`config.mk`:
```
export PLATFORM = sky130hd
export DESIGN_NAME = tri_draw_sequencer
export DESIGN_NICKNAME = d
export VERILOG_FILES = /design/src/rtl/tri_draw_sequencer_pkg.sv /design/src/rtl/tri_draw_sequencer_cmd_fifo.sv /design/src/rtl/tri_draw_sequencer.sv
export SDC_FILE = /design/constraint.sdc
export NUM_CORES = 1
export LEC_CHECK = 0
export BUFFER_PORTS_ARGS = -buffer_cell sky130_fd_sc_hd__buf_2
export CELL_PAD_IN_SITES_DETAIL_PLACEMENT = 1
export CELL_PAD_IN_SITES_GLOBAL_PLACEMENT = 2
export CORE_UTILIZATION = 43
export DETAILED_ROUTE_END_ITERATION = 10
export MAX_ROUTING_LAYER = met4
export PLACE_DENSITY = 0.81
export SLEW_MARGIN = 10
export SYNTH_ARGS = -nofsm -noshare
export SYNTH_HDL_FRONTEND = slang
export SYNTH_SLANG_ARGS = --single-unit
```
`constraint.sdc`:
```
create_clock -name clk -period 4.81 [get_ports clk]
set_input_delay 0.7215 -clock clk [delete_from_list [all_inputs] [get_ports clk]]
set_output_delay 0.7215 -clock clk [all_outputs]
set_load 0.1 [all_outputs]
```
`src/rtl/tri_draw_sequencer_pkg.sv`:
```
// Shared definitions for the triangle draw sequencer: FSM encoding, default widths
// and the packed vertex layout {x, y}.
package tri_draw_sequencer_pkg;

  localparam int DEF_VERTEX_DATA_WIDTH = 32;
  localparam int DEF_PIXEL_ADDR_WIDTH  = 16;
  localparam int DEF_COLOR_WIDTH       = 16;
  localparam int DEF_FIFO_DEPTH        = 4;
  localparam int DEF_WDOG_CYCLES       = 1024;

  // Packed vertex fields: x in the upper half, y in the lower half.
  localparam int VTX_FIELD_W = 16;
  localparam int VTX_X_LSB   = 16;
  localparam int VTX_Y_LSB   = 0;

  typedef enum logic [2:0] {
    ST_IDLE   = 3'd0,
    ST_ISSUE  = 3'd1,
    ST_RUN    = 3'd2,
    ST_ACK    = 3'd3,
    ST_SETTLE = 3'd4
  } seq_state_e;

  function automatic logic [DEF_VERTEX_DATA_WIDTH-1:0] vtx_pack(
    input logic [VTX_FIELD_W-1:0] x,
    input logic [VTX_FIELD_W-1:0] y
  );
    logic [DEF_VERTEX_DATA_WIDTH-1:0] v;
    v = '0;
    v[VTX_X_LSB +: VTX_FIELD_W] = x;
    v[VTX_Y_LSB +: VTX_FIELD_W] = y;
    return v;
  endfunction

endpackage

```
`src/rtl/tri_draw_sequencer_cmd_fifo.sv`:
```
// Command queue: power-of-two depth, wrap-bit pointers, first-word-fall-through read.
module cmd_fifo
  import tri_draw_sequencer_pkg::*;
#(
  parameter int WIDTH = 3 * DEF_VERTEX_DATA_WIDTH + DEF_COLOR_WIDTH,
  parameter int DEPTH = DEF_FIFO_DEPTH
) (
  input  logic             clk,
  input  logic             resetn,
  input  logic             push_i,
  input  logic             pop_i,
  input  logic [WIDTH-1:0] wdata_i,
  output logic [WIDTH-1:0] rdata_o,
  output logic             full_o,
  output logic             empty_o
);

  localparam int AW = $clog2(DEPTH);

  logic [WIDTH-1:0] mem_q [DEPTH];
  logic [AW:0]      wr_ptr_q;
  logic [AW:0]      rd_ptr_q;
  logic             do_push;
  logic             do_pop;

  assign empty_o = (wr_ptr_q == rd_ptr_q);
  assign full_o  = (wr_ptr_q[AW] != rd_ptr_q[AW]) &&
                   (wr_ptr_q[AW-1:0] == rd_ptr_q[AW-1:0]);
  assign do_push = push_i && !full_o;
  assign do_pop  = pop_i && !empty_o;
  assign rdata_o = mem_q[rd_ptr_q[AW-1:0]];

  always_ff @(posedge clk or negedge resetn) begin
    if (!resetn) begin
      wr_ptr_q <= '0;
      rd_ptr_q <= '0;
    end else begin
      if (do_push) wr_ptr_q <= wr_ptr_q + 1'b1;
      if (do_pop)  rd_ptr_q <= rd_ptr_q + 1'b1;
    end
  end

  // Storage carries no reset; emptiness is tracked by the pointers alone.
  always_ff @(posedge clk) begin
    if (do_push) mem_q[wr_ptr_q[AW-1:0]] <= wdata_i;
  end

endmodule

```
`src/rtl/tri_draw_sequencer.sv`:
```
// Sequences queued triangle draw commands into an external filler and forwards its
// pixels to a sink, with a watchdog guarding against a stalled filler.
module tri_draw_sequencer
  import tri_draw_sequencer_pkg::*;
#(
  parameter int VERTEX_DATA_WIDTH = DEF_VERTEX_DATA_WIDTH,
  parameter int PIXEL_ADDR_WIDTH  = DEF_PIXEL_ADDR_WIDTH,
  parameter int COLOR_WIDTH       = DEF_COLOR_WIDTH,
  parameter int FIFO_DEPTH        = DEF_FIFO_DEPTH,
  parameter int WDOG_CYCLES       = DEF_WDOG_CYCLES
) (
  input  logic                          clk,
  input  logic                          resetn,
  input  logic                          cmd_valid,
  output logic                          cmd_ready,
  input  logic [VERTEX_DATA_WIDTH-1:0]  cmd_v0,
  input  logic [VERTEX_DATA_WIDTH-1:0]  cmd_v1,
  input  logic [VERTEX_DATA_WIDTH-1:0]  cmd_v2,
  input  logic [COLOR_WIDTH-1:0]        cmd_color,
  output logic                          fill_start,
  output logic [VERTEX_DATA_WIDTH-1:0]  fill_v0,
  output logic [VERTEX_DATA_WIDTH-1:0]  fill_v1,
  output logic [VERTEX_DATA_WIDTH-1:0]  fill_v2,
  input  logic [PIXEL_ADDR_WIDTH-1:0]   fill_x,
  input  logic [PIXEL_ADDR_WIDTH-1:0]   fill_y,
  input  logic                          fill_valid,
  output logic                          fill_ready,
  input  logic                          fill_done,
  output logic [PIXEL_ADDR_WIDTH-1:0]   pix_x,
  output logic [PIXEL_ADDR_WIDTH-1:0]   pix_y,
  output logic [COLOR_WIDTH-1:0]        pix_color,
  output logic                          pix_valid,
  input  logic                          pix_ready,
  output logic                          busy,
  output logic                          err,
  input  logic                          err_clr,
  output logic [2*PIXEL_ADDR_WIDTH-1:0] pix_count
);

  localparam int CMD_W = 3 * VERTEX_DATA_WIDTH + COLOR_WIDTH;
  localparam int CNT_W = 2 * PIXEL_ADDR_WIDTH;
  localparam int WD_W  = $clog2(WDOG_CYCLES + 1);

  seq_state_e                   state_q;
  logic                         fill_start_q;
  logic                         err_q;
  logic                         err_d;
  logic [VERTEX_DATA_WIDTH-1:0] v0_q;
  logic [VERTEX_DATA_WIDTH-1:0] v1_q;
  logic [VERTEX_DATA_WIDTH-1:0] v2_q;
  logic [COLOR_WIDTH-1:0]       color_q;
  logic [CNT_W-1:0]             pix_count_q;
  logic [CNT_W-1:0]             pix_count_d;
  logic [WD_W-1:0]              wdog_q;
  logic [WD_W-1:0]              wdog_d;

  logic                         fifo_full;
  logic                         fifo_empty;
  logic                         fifo_pop;
  logic [CMD_W-1:0]             fifo_wdata;
  logic [CMD_W-1:0]             fifo_rdata;
  logic [VERTEX_DATA_WIDTH-1:0] head_v0;
  logic [VERTEX_DATA_WIDTH-1:0] head_v1;
  logic [VERTEX_DATA_WIDTH-1:0] head_v2;
  logic [COLOR_WIDTH-1:0]       head_color;

  logic                         in_run;
  logic                         pix_hs;
  logic                         wdog_idle;
  logic                         wdog_expire;

  function automatic logic [CNT_W-1:0] sat_inc(input logic [CNT_W-1:0] v);
    return (&v) ? v : v + CNT_W'(1);
  endfunction

  assign fifo_wdata = {cmd_v0, cmd_v1, cmd_v2, cmd_color};
  assign {head_v0, head_v1, head_v2, head_color} = fifo_rdata;
  assign fifo_pop   = (state_q == ST_IDLE) && !fifo_empty;

  cmd_fifo #(
    .WIDTH (CMD_W),
    .DEPTH (FIFO_DEPTH)
  ) u_cmd_fifo (
    .clk     (clk),
    .resetn  (resetn),
    .push_i  (cmd_valid),
    .pop_i   (fifo_pop),
    .wdata_i (fifo_wdata),
    .rdata_o (fifo_rdata),
    .full_o  (fifo_full),
    .empty_o (fifo_empty)
  );

  // Pixel path is purely combinational; only RUN lets pixels through.
  assign in_run     = (state_q == ST_RUN);
  assign pix_x      = fill_x;
  assign pix_y      = fill_y;
  assign pix_valid  = fill_valid && in_run;
  assign fill_ready = pix_ready;
  assign pix_color  = color_q;
  assign pix_hs     = pix_valid && pix_ready;

  // Only a silent filler ages the watchdog; a stalled sink never does.
  assign wdog_idle   = in_run && !fill_valid && !fill_done;
  assign wdog_expire = wdog_idle && (wdog_q == WD_W'(WDOG_CYCLES - 1));

  always_comb begin
    err_d       = err_q;
    pix_count_d = pix_count_q;
    wdog_d      = wdog_q;
    if (wdog_expire) begin
      err_d = 1'b1;
    end else if (err_clr) begin
      err_d = 1'b0;
    end
    if (state_q == ST_ISSUE) begin
      pix_count_d = '0;
      wdog_d      = '0;
    end else begin
      if (pix_hs) pix_count_d = sat_inc(pix_count_q);
      if (in_run && fill_valid) begin
        wdog_d = '0;
      end else if (wdog_idle) begin
        wdog_d = wdog_q + WD_W'(1);
      end
    end
  end

  always_ff @(posedge clk or negedge resetn) begin
    if (!resetn) begin
      state_q      <= ST_IDLE;
      fill_start_q <= 1'b0;
      err_q        <= 1'b0;
      pix_count_q  <= '0;
      wdog_q       <= '0;
      v0_q         <= '0;
      v1_q         <= '0;
      v2_q         <= '0;
      color_q      <= '0;
    end else begin
      err_q        <= err_d;
      pix_count_q  <= pix_count_d;
      wdog_q       <= wdog_d;
      fill_start_q <= 1'b0;
      case (state_q)
        ST_IDLE: begin
          if (!fifo_empty) begin
            v0_q         <= head_v0;
            v1_q         <= head_v1;
            v2_q         <= head_v2;
            color_q      <= head_color;
            fill_start_q <= 1'b1;
            state_q      <= ST_ISSUE;
          end
        end
        ST_ISSUE: state_q <= ST_RUN;
        ST_RUN: begin
          if (fill_done || wdog_expire) begin
            fill_start_q <= 1'b1;
            state_q      <= ST_ACK;
          end
        end
        ST_ACK: state_q <= ST_SETTLE;
        ST_SETTLE: begin
          if (!fill_done) state_q <= ST_IDLE;
        end
        default: state_q <= ST_IDLE;
      endcase
    end
  end

  assign fill_start = fill_start_q;
  assign fill_v0    = v0_q;
  assign fill_v1    = v1_q;
  assign fill_v2    = v2_q;
  assign err        = err_q;
  assign pix_count  = pix_count_q;
  assign cmd_ready  = !fifo_full;
  assign busy       = (state_q != ST_IDLE) || !fifo_empty;

endmodule

```
==> results by group <==
CTS
  • Worst-path clk slew: 0.06 ns
  • CTS Sinks: 614
  • Clock tree buffer depth: 3
  • Root Driver: clkbuf_16
  • Cts hold-fix bufs: 0
  • Setup bufs post-CTS: 0
  • H-tree depth: 3
  • Number of CTS-inserted buffers: 67
  • Post-cts sizing count: 0
  • Worst skew pair latency: 0.59 ns
  • TritonCTS clock tree: done

Routing
  • Final ANT Viol Nets: 0
  • WL/cell: 23.7 um
  • Vias/cell: 5.38
  • Remaining DRCs: 0
  • DRT iter0 DRCs: 669
  • Drt first pass iters: 4
  • Vias: 11,800
  • Post-Route WL: 52.1 mm

Place
  • Gpl congestion: 0.789
  • Dpl hpwl: 31.8 mm
  • Port Buffer Count: 268

Timing
  • Final hold vios: 0
  • Tmin final: 3.31 ns
  • RSZ-0062 raised after global routing: false
  • Clock Skew: 0.0191 ns
  • Fin. max-slew vios: 0
  • Worst slew pin tran: 1.10 ns
  • Peak Freq: 302 MHz
  • # setup viols final: 0
  • Rel. slew slack: 0.258
  • Setup TNS: 0 ns
  • Tcrit/Tclk final: 0.687

Floorplan
  • Initial core utilization: 0.435
  • Die Wd: 235 um
  • CORE AREA: 53,800 sq um
  • Row Count: 85
  • Ports: 333
  • DIE HEIGHT: 235 um
  • Full die area: 55,400 sq um

Layout
  • Layout area overhead: 17.8%
  • Layout cells sized above 1: 0.419
  • Fin nets: 1,593

Setup path
  • R2r endpoint: fill_v0[19]
  • Startpoint types: register
  • WP data required: 4.09 ns
  • Worst setup EP type: output pin
  • Crit path max fanout: 4
  • R2R Setup Slk: 1.95 ns
  • RR Startpoint: u_cmd_fifo.rd_ptr_q[1]
  • Worst-case reg-to-reg path depth: 4
  • Critical setup path kind: register to output pin
  • Crit path DAT: 2.58 ns

Yosys
  • Distinct cells, synth: 48
  • Number of synthesis warnings: 0
  • Cells after synthesis: 1,167
  • Syn_nets: 1,325
  • Flops & latches, synth: 614
  • Avg Cell Area, Syn: 20.1 sq um
  • Area leader, netlist: edfxtp_1
  • Netlist Area Pre-Place: 23,400 sq um
  • Post-synth top area share: 0.575
  • Register area share after synthesis: 0.752
  • Synth top area cells: edfxtp_1, dfrtp_1, mux4_2

Hold path
  • Worst hold path type: input port to asynchronous set/reset pin

Job
  • Max_cap viols: 0

Global routing
  • GRT Util Overall: 0.198
  • Pin count of the biggest net entering global routing: 115
  • First-pass GRT wire length: 80.3 mm
  • Congestion Overflow GR: 0
  • Initial antenna violation count: 15
  • Vias in the first global route: 13,000

Status
  • Status: finished clean
-- area by class of cell --
class                   count  area (sq um)
diodes                     12          30.0
fillers                  4934         26200
multi-input cells         460          5340
inverters                   8          30.0
clock inverters            38           355
repair buffers            284          1530
clock buffers              85          1820
well taps                 696           871
flip-flops and latches    614         17600
-- sequential cells by signal (all words and copies together), names as in the netlist --
name and count:
u_cmd_fifo.mem_q 448, fill_v0 32, fill_v1 32, fill_v2 32, pix_count 32, pix_color 16
wdog_q 11, state_q 3, u_cmd_fifo.rd_ptr_q 3, u_cmd_fifo.wr_ptr_q 3, err 1, fill_start 1
-- metrics by stage --
step,instances,hold WS [ns],util,worst slack (ns),instance area [sq um]
detailed placement,2062,0.482,0.472,1.92,25400
global placement,2062,0.474,0.472,1.93,25400
global route,2197,0.217,0.513,1.34,27600
finish,2197,0.183,0.513,1.50,27600
floorplan,1167,0.426,-,0.0546,23400
CTS,2185,0.200,0.512,1.48,27600
-- cell usage in the layout, fill, tap and decap left out, types with 5 or more instances in the layout --
| cell type | instances |
|---|---|
| edfxtp_1 | 448 |
| buf_2 | 267 |
| dfrtp_1 | 164 |
| mux2_2 | 114 |
| mux4_2 | 112 |
| clkbuf_16 | 69 |
| nand2_1 | 30 |
| nor2_1 | 22 |
| a21oi_1 | 16 |
| nand4_1 | 15 |
| nand3_1 | 14 |
| xnor2_1 | 14 |
| o21ai_0 | 13 |
| clkinv_2 | 13 |
| clkbuf_1 | 13 |
| diode_2 | 12 |
| buf_4 | 11 |
| or3_1 | 10 |
| or4_1 | 10 |
| nor3_1 | 9 |
| xor2_1 | 9 |
| clkinv_1 | 9 |
| mux2i_1 | 8 |
| o31ai_1 | 8 |
| inv_1 | 8 |
| ha_1 | 7 |
| bufinv_16 | 5 |
| buf_12 | 5 |
-- worst max path at each step --
stage	cells after the start	to	from	slack [ns]
6_report	4	busy	u_cmd_fifo.rd_ptr_q[1]	1.50
2_1_floorplan	5	u_cmd_fifo.mem_q[3][0]	u_cmd_fifo.rd_ptr_q[1]	0.05
3_5_place_dp	4	fill_v0[19]	u_cmd_fifo.rd_ptr_q[1]	1.92
4_1_cts	4	busy	u_cmd_fifo.rd_ptr_q[1]	1.48
3_3_place_gp	4	pix_color[7]	u_cmd_fifo.rd_ptr_q[1]	1.93
5_1_grt	4	busy	u_cmd_fifo.rd_ptr_q[1]	1.34
-- synth_stat cells (all sizes together) --
cell	number
buf	51
clkbuf	34
and4b	1
or4	10
a211oi	2
nor3	9
nor2b	1
mux4	112
nand3b	3
mux2	114
nand4	16
xor2	9
and4	3
dfrtp	166
nand3	14
nor2	22
o31a	1
o31ai	8
nand2	30
nor3b	4
nor4b	3
nand2b	2
or2b	1
a2111oi	2
xnor2	14
edfxtp	448
inv	8
and3	6
ha	7
mux2i	8
a31oi	1
and2	5
a21oi	16
a31o	1
or3	10
o21a	1
o21ai	13
nor4	5
a211o	1
nand4bb	1
o211ai	4
-- critical path, stage by stage (launching register included) --
cell,delay (ns)
dfrtp_4,0.47
xor2_1,0.18
nor3_1,0.82
nand2_1,0.17
buf_2,0.36
-- routing by layer --
layer	global-route usage	up-vias	share of wire
met4	0.0592	0	0.021
met3	0.0613	83	0.075
met2	0.312	334	0.49
met1	0.247	6218	0.42
li1	-	5182	-
met5	-	-	0
-- logic make-up after synthesis --
group	after synthesis	synth area share
DFF	614	0.752
xor gates and xnor gates	23	0.00860
muxes	234	0.166
and+or+nand+nor	146	0.0352
AOI/OAI and AO/OA	50	0.0132
buffers and inverters	93	0.0213
adders and majority gates	7	0.00374
Power is left out: the tool's default activity adds up to more than one toggle a clock period on the data nets, which glitch-free logic cannot reach.
